File: src/rtl/sym_cn_lut_mp_pkg.sv
`default_nettype none
// ---------------------------------------------------------------------------
// sym_cn_lut_mp_pkg: shared size derivations and loader state encoding
// Rev 1.0
// ---------------------------------------------------------------------------
package sym_cn_lut_mp_pkg;

  function automatic int calc_m(input int quan_size);
    return quan_size - 1;
  endfunction

  function automatic int calc_idx_w(input int quan_size);
    return 2 * (quan_size - 1);
  endfunction

  function automatic int calc_depth(input int quan_size);
    return 1 << calc_idx_w(quan_size);
  endfunction

  function automatic int calc_frame_w(input int frame_num);
    return (frame_num > 1) ? $clog2(frame_num) : 1;
  endfunction

  localparam int         LD_STATE_W = 2;
  localparam logic [1:0] LD_IDLE    = 2'd0;
  localparam logic [1:0] LD_LOAD    = 2'd1;
  localparam logic [1:0] LD_DONE    = 2'd2;

endpackage
`default_nettype wire

File: src/rtl/sym_cn_lut_loader.sv
`default_nettype none
// ---------------------------------------------------------------------------
// sym_cn_lut_loader: per-frame LUT loader FSM driving the LUT write port
// Rev 1.0
// ---------------------------------------------------------------------------
module sym_cn_lut_loader
  import sym_cn_lut_mp_pkg::*;
#(
  parameter int MULTI_FRAME_NUM = 2,
  parameter int IDX_W           = 4,
  parameter int FRAME_W         = 1,
  parameter int M               = 2
) (
  input  logic               clk,
  input  logic               rst,
  input  logic               load_start,
  input  logic [FRAME_W-1:0] load_frame,
  input  logic [M-1:0]       lut_wr_data,
  input  logic               lut_wr_valid,
  output logic               lut_wr_ready,
  output logic               load_busy,
  output logic               load_done,
  output logic               wr_en,
  output logic [FRAME_W-1:0] wr_frame,
  output logic [IDX_W-1:0]   wr_idx,
  output logic [M-1:0]       wr_data
);

  localparam int unsigned FRAME_NUM_U = MULTI_FRAME_NUM;

  logic [LD_STATE_W-1:0] state_q, state_d;
  logic [IDX_W-1:0]      cnt_q, cnt_d;
  logic [FRAME_W-1:0]    frame_q, frame_d;
  logic [FRAME_W-1:0]    frame_clamped;

  // Out-of-range frames land on the last frame rather than aliasing
  assign frame_clamped = ({1'b0, load_frame} >= (FRAME_W+1)'(FRAME_NUM_U))
                         ? FRAME_W'(FRAME_NUM_U - 1) : load_frame;

  always_ff @(posedge clk) begin
    if (rst) begin
      state_q <= LD_IDLE;
      cnt_q   <= '0;
      frame_q <= '0;
    end else begin
      state_q <= state_d;
      cnt_q   <= cnt_d;
      frame_q <= frame_d;
    end
  end

  always_comb begin
    state_d = state_q;
    cnt_d   = cnt_q;
    frame_d = frame_q;
    case (state_q)
      LD_IDLE: begin
        if (load_start) begin
          state_d = LD_LOAD;
          cnt_d   = '0;
          frame_d = frame_clamped;
        end
      end
      LD_LOAD: begin
        if (lut_wr_valid) begin
          cnt_d = cnt_q + IDX_W'(1);
          if (cnt_q == '1) state_d = LD_DONE;
        end
      end
      LD_DONE: state_d = LD_IDLE;
      default: state_d = LD_IDLE;
    endcase
  end

  always_comb begin
    lut_wr_ready = (state_q == LD_LOAD);
    load_busy    = (state_q != LD_IDLE);
    load_done    = (state_q == LD_DONE);
    wr_en        = (state_q == LD_LOAD) && lut_wr_valid;
    wr_frame     = frame_q;
    wr_idx       = cnt_q;
    wr_data      = lut_wr_data;
  end

endmodule
`default_nettype wire

File: src/rtl/sym_cn_lut_mp.sv
`default_nettype none
// ---------------------------------------------------------------------------
// sym_cn_lut_mp: multi-port, multi-frame symmetric check-node LUT with a
// 2-stage stallable read pipeline and an integrated per-frame loader.
// Rev 1.0
// ---------------------------------------------------------------------------
module sym_cn_lut_mp
  import sym_cn_lut_mp_pkg::*;
#(
  parameter int  QUAN_SIZE       = 3,
  parameter int  PORT_NUM        = 4,
  parameter int  MULTI_FRAME_NUM = 2,
  parameter int  SYM_FOLD        = 1,
  localparam int M               = calc_m(QUAN_SIZE),
  localparam int IDX_W           = calc_idx_w(QUAN_SIZE),
  localparam int DEPTH           = calc_depth(QUAN_SIZE),
  localparam int FRAME_W         = calc_frame_w(MULTI_FRAME_NUM)
) (
  input  logic                          read_clk,
  input  logic                          rst,
  input  logic                          pipe_en,
  input  logic                          in_valid,
  input  logic [PORT_NUM*QUAN_SIZE-1:0] y0_in,
  input  logic [PORT_NUM*QUAN_SIZE-1:0] y1_in,
  input  logic [FRAME_W-1:0]            read_addr_offset,
  output logic [PORT_NUM*QUAN_SIZE-1:0] t_c_out,
  output logic                          out_valid,
  output logic [FRAME_W-1:0]            read_addr_offset_out,
  input  logic                          load_start,
  input  logic [FRAME_W-1:0]            load_frame,
  input  logic [M-1:0]                  lut_wr_data,
  input  logic                          lut_wr_valid,
  output logic                          lut_wr_ready,
  output logic                          load_busy,
  output logic                          load_done
);

  logic [M-1:0] lut_mem [MULTI_FRAME_NUM*DEPTH];

  logic               wr_en;
  logic [FRAME_W-1:0] wr_frame;
  logic [IDX_W-1:0]   wr_idx;
  logic [M-1:0]       wr_data;

  logic [PORT_NUM*IDX_W-1:0] fold_addr;
  logic [PORT_NUM-1:0]       fold_sign;

  logic [PORT_NUM*IDX_W-1:0] addr_s0_q, addr_s0_d;
  logic [PORT_NUM-1:0]       sign_s0_q, sign_s0_d;
  logic                      valid_s0_q, valid_s0_d;
  logic [FRAME_W-1:0]        tag_s0_q, tag_s0_d;
  logic [PORT_NUM*M-1:0]     data_s1_q, data_s1_d;
  logic [PORT_NUM-1:0]       sign_s1_q, sign_s1_d;
  logic                      valid_s1_q, valid_s1_d;
  logic [FRAME_W-1:0]        tag_s1_q, tag_s1_d;

  sym_cn_lut_loader #(
    .MULTI_FRAME_NUM (MULTI_FRAME_NUM),
    .IDX_W           (IDX_W),
    .FRAME_W         (FRAME_W),
    .M               (M)
  ) u_loader (
    .clk          (read_clk),
    .rst          (rst),
    .load_start   (load_start),
    .load_frame   (load_frame),
    .lut_wr_data  (lut_wr_data),
    .lut_wr_valid (lut_wr_valid),
    .lut_wr_ready (lut_wr_ready),
    .load_busy    (load_busy),
    .load_done    (load_done),
    .wr_en        (wr_en),
    .wr_frame     (wr_frame),
    .wr_idx       (wr_idx),
    .wr_data      (wr_data)
  );

  for (genvar k = 0; k < PORT_NUM; k++) begin : g_ch
    logic [QUAN_SIZE-1:0] y0, y1;
    logic [M-1:0]         i0, i1;
    assign y0 = y0_in[k*QUAN_SIZE +: QUAN_SIZE];
    assign y1 = y1_in[k*QUAN_SIZE +: QUAN_SIZE];
    if (SYM_FOLD != 0) begin : g_sym
      assign i0 = ~y0[M-1:0];
      assign i1 = y1[QUAN_SIZE-1] ? ~y1[M-1:0] : y1[M-1:0];
    end else begin : g_raw
      assign i0 = y0[M-1:0];
      assign i1 = y1[M-1:0];
    end
    assign fold_addr[k*IDX_W +: IDX_W] = {i0, i1};
    assign fold_sign[k] = ~(y0[QUAN_SIZE-1] ^ y1[QUAN_SIZE-1]);
    assign t_c_out[k*QUAN_SIZE +: QUAN_SIZE] = {sign_s1_q[k], data_s1_q[k*M +: M]};
  end

  // Loader writes are independent of pipe_en; a same-address read sees old data
  always_ff @(posedge read_clk) begin
    if (wr_en) lut_mem[{wr_frame, wr_idx}] <= wr_data;
  end

  always_comb begin
    addr_s0_d  = addr_s0_q;
    sign_s0_d  = sign_s0_q;
    valid_s0_d = valid_s0_q;
    tag_s0_d   = tag_s0_q;
    data_s1_d  = data_s1_q;
    sign_s1_d  = sign_s1_q;
    valid_s1_d = valid_s1_q;
    tag_s1_d   = tag_s1_q;
    if (pipe_en) begin
      addr_s0_d  = fold_addr;
      sign_s0_d  = fold_sign;
      valid_s0_d = in_valid;
      tag_s0_d   = read_addr_offset;
      sign_s1_d  = sign_s0_q;
      valid_s1_d = valid_s0_q;
      tag_s1_d   = tag_s0_q;
      for (int k = 0; k < PORT_NUM; k++) begin
        data_s1_d[k*M +: M] = lut_mem[{tag_s0_q, addr_s0_q[k*IDX_W +: IDX_W]}];
      end
    end
  end

  always_ff @(posedge read_clk) begin
    if (rst) begin
      addr_s0_q  <= '0;
      sign_s0_q  <= '0;
      valid_s0_q <= 1'b0;
      tag_s0_q   <= '0;
      data_s1_q  <= '0;
      sign_s1_q  <= '0;
      valid_s1_q <= 1'b0;
      tag_s1_q   <= '0;
    end else begin
      addr_s0_q  <= addr_s0_d;
      sign_s0_q  <= sign_s0_d;
      valid_s0_q <= valid_s0_d;
      tag_s0_q   <= tag_s0_d;
      data_s1_q  <= data_s1_d;
      sign_s1_q  <= sign_s1_d;
      valid_s1_q <= valid_s1_d;
      tag_s1_q   <= tag_s1_d;
    end
  end

  assign out_valid            = valid_s1_q;
  assign read_addr_offset_out = tag_s1_q;

endmodule
`default_nettype wire
File: config.mk
export PLATFORM = sky130hd
export DESIGN_NAME = sym_cn_lut_mp
export DESIGN_NICKNAME = d
export VERILOG_FILES = /design/src/rtl/sym_cn_lut_mp_pkg.sv /design/src/rtl/sym_cn_lut_loader.sv /design/src/rtl/sym_cn_lut_mp.sv
export SDC_FILE = /design/constraint.sdc
export NUM_CORES = 1
export LEC_CHECK = 0
export BUFFER_PORTS_ARGS = -buffer_cell sky130_fd_sc_hd__buf_2
export CORE_MARGIN = 2
export CORE_UTILIZATION = 55
export CTS_BUF_LIST = sky130_fd_sc_hd__clkbuf_16
export DETAILED_ROUTE_END_ITERATION = 10
export PLACE_DENSITY = 0.74
export SLEW_MARGIN = 15
export SYNTH_ARGS = -nofsm -noshare
export SYNTH_HDL_FRONTEND = slang
export SYNTH_SLANG_ARGS = --single-unit
File: constraint.sdc
create_clock -name read_clk -period 3.52 [get_ports read_clk]
set_input_delay 0.352 -clock read_clk [delete_from_list [all_inputs] [get_ports read_clk]]
set_output_delay 0.352 -clock read_clk [all_outputs]
set_load 0.02 [all_outputs]
==> qor.yml <==
gp_congestion: 0.9447
dp_cells: 653
ys_seq_elements: 107
boundaryPins: 51
syn_nets: 538
synth_area_leaders: "edfxtp_1, dfxtp_1, mux4_2"
p_per_area_nw_per_um2: 412.6
period_needed_ns: 2.264
hpwl_mm: 11.22
synthXorXnorAreaFrac: 0.02009
cts_buffers: 9
worst_setup_path_end_kind: "register"
grt_antenna_before_repair: 0
clkTransAtPathRegs_ns: 0.07
nFillCells: 865
drt_iter0_drc: 485
yosysTopAreaCell: "edfxtp_1"
synth-adder-area-share: 0.008200
finalPower_w: 0.002709
die_h_um: 109.3
avgViaCountPerCell: 6.587
cts-root-buf: "clkbuf_16"
dpl_cell_area_um2: 6301
yosys.area.top_type_share: 0.3149
antennaDiodeCount: 0
clock_latency_ns: 0.35
cts_setup_buffers: 0
grtUsageMet3: 0.06758
cts.hold.buffers_added: 0
start_util: 0.5630
ant_nets: 0
layout-drive-gt1-share: 0.2079
setup_tns_ns: 0
min_path_type: "input pin to register"
worstSetupPathType: "register to register"
worstMarginPinSlew_ns: 0.9316
synth_mux_area_frac: 0.2554
route.detailed.drc: 0
synth_edf_count: 64
htreeDepth: 3
path_max_fanout: 17
gr-max-usage-layer: "met2"
finalInstanceArea_um2: 6565
grt_setup_unrepaired: "false"
syn-cell-area_um2: 6103
finalNonFillerCells: 669
yosys_warnings: 0
drt_wl_total_mm: 15.47
cts_tree: "built"
ys_async_sr_fraction: 0
wl_per_cell_um: 23.12
core_area_um2: 10840
synthSimpleGateAreaFrac: 0.1216
num_rows: 38
firstDrtPassIters: 5
yosysSeqAreaShare: 0.4559
cp-start-kind: "register"
grt.overflow.total: 0
grtUsageTotal: 0.2702
cts_resized: 0
max_freq_mhz: 441.6
synth.distinct_cells: 43
dieArea_um2: 11960
cp.arrival_ns: 2.46
grt_first_pass_wirelength_mm: 23.50
clk_path_buf_depth: 2
synth_top_family_by_area: "multiplexers"
p_leak_nw: 2.217
finalSetupViolCount: 0
layout.nets: 562
drv_slew: 0
finalCritPeriodShare: 0.6433
synthFlopType: "edfxtp_1"
use_met2: 0.4109
synth_cells: 500
vias: 4407
ir_worst_vdd_mv: 0.2538
portBuffers: 50
grt_pass1_vias: 4225
maxSlewHeadroom: 0.3781
fin_hold_ws_ns: 0.1720
hold_violations: 0
area_growth_pct: 7.565
cp_data_required_time_ns: 3.72
grt_max_degree: 44
die_w_um: 109.3
synth_compound_area_frac: 0.08979
status: "completed"
finClkSkew_ns: 0.006081
cts.sinks: 107
drv_cap: 0
avgSynthCellArea_um2: 12.21
gr-usage-met1: 0.3796
[report_power, final]
part	internal [W]	total, W	switching, W
combinational	0.000176	0.000349	0.000173
clock	0.000473	0.000922	0.000449
sequential	0.00136	0.00144	0.0000806
total	0.00201	0.00271	0.000702
[synth_stat cells, drive strengths merged (5+ instances only)]
master / n
dfxtp: 43
a21oi: 7
nor2b: 16
nand2: 27
buf: 23
xnor2: 8
a211oi: 17
mux2i: 44
a22oi: 15
clkbuf: 20
nor2: 78
mux4: 48
nand3: 17
xor2: 6
o2111ai: 5
a31o: 8
inv: 7
or3: 6
edfxtp: 64
[cell usage in the layout (no fill, tap or decap), types with 2 or more instances in the layout]
| master | instances |
|---|---|
| xnor2_1 | 8 |
| and3b_1 | 2 |
| a311oi_1 | 4 |
| ha_1 | 4 |
| mux4_1 | 10 |
| xor2_1 | 6 |
| edfxtp_1 | 64 |
| or3b_1 | 2 |
| nor3_1 | 3 |
| nand2b_1 | 4 |
| mux2i_1 | 44 |
| nor2_1 | 78 |
| a31oi_1 | 4 |
| a31o_1 | 8 |
| a21oi_1 | 7 |
| o211ai_1 | 2 |
| mux4_2 | 38 |
| buf_4 | 6 |
| nand2_1 | 27 |
| clkbuf_16 | 9 |
| buf_2 | 50 |
| a41oi_1 | 4 |
| a32oi_1 | 4 |
| nand3b_1 | 3 |
| nand3_1 | 17 |
| a22oi_1 | 15 |
| inv_2 | 2 |
| a211oi_1 | 17 |
| o2111ai_1 | 5 |
| nor2b_1 | 16 |
| or3_1 | 6 |
| inv_1 | 9 |
| clkinvlp_4 | 2 |
| dfxtp_1 | 43 |
[logic make-up after synthesis]
family          after synthesis
fa+ha+maj                     4
compound gates               72
mux                          92
simple gates                161
flops                       107
xor+xnor                     14
buf+inv                      50
[final cells by class]
cell class	instances	area, um^2	share of cell area
clock buffer	9	225.2	0.03431
clock inverter	7	38.79	0.005908
inverter	7	26.28	0.004002
multi-input combinational	343	3022	0.4603
sequential	107	2783	0.4239
tap	140	175.2	0.02668
timing repair buffer	56	295.3	0.04498
[per-layer routing]
layer  share of wire  up-vias
li1                -     1973
met1            0.42     2139
met2            0.45      262
met3           0.098       33
met4           0.030        0
met5               0        -
[critical path, cell delays in order, from the launching register on]
cell     delay [ns]
dfxtp_1        0.93
mux4_1         0.67
a22oi_1        0.18
a31o_1         0.20
a41oi_1        0.12
[registers in the layout (all words and copies together), names as in the netlist]
signal / flops
sign_s0_q: 4
addr_s0_q: 16
tag_s0_q: 1
u_loader.wr_frame: 1
out_valid: 1
read_addr_offset_out: 1
data_s1_q: 8
lut_mem: 64
sign_s1_q: 4
u_loader.state_q: 2
u_loader.wr_idx: 4
valid_s0_q: 1
[through the flow]
step                      utilization  worst slack [ns]
final                          0.6056             1.256
after detailed placement       0.5813             1.244
after floorplan                     -             1.948
after CTS                      0.6056             1.242
after global routing           0.6056             1.114
after global placement         0.5813             1.323
[path summary, 6_finish.rpt]
kind | from | end | slack (ns) | cells past startpoint
max reg2reg | addr_s0_q[8]$_SDFFE_PP0P_ | data_s1_q[4]$_SDFFE_PP0P_ | 1.26 | 4
max | addr_s0_q[8]$_SDFFE_PP0P_ | data_s1_q[4]$_SDFFE_PP0P_ | 1.26 | 4
min reg2reg | read_addr_offset_out$_SDFFE_PP0P_ | read_addr_offset_out$_SDFFE_PP0P_ | 0.48 | 2
min | y0_in[0] | addr_s0_q[2]$_SDFFE_PP0P_ | 0.17 | 2
Power figures use the tool's default switching activity.
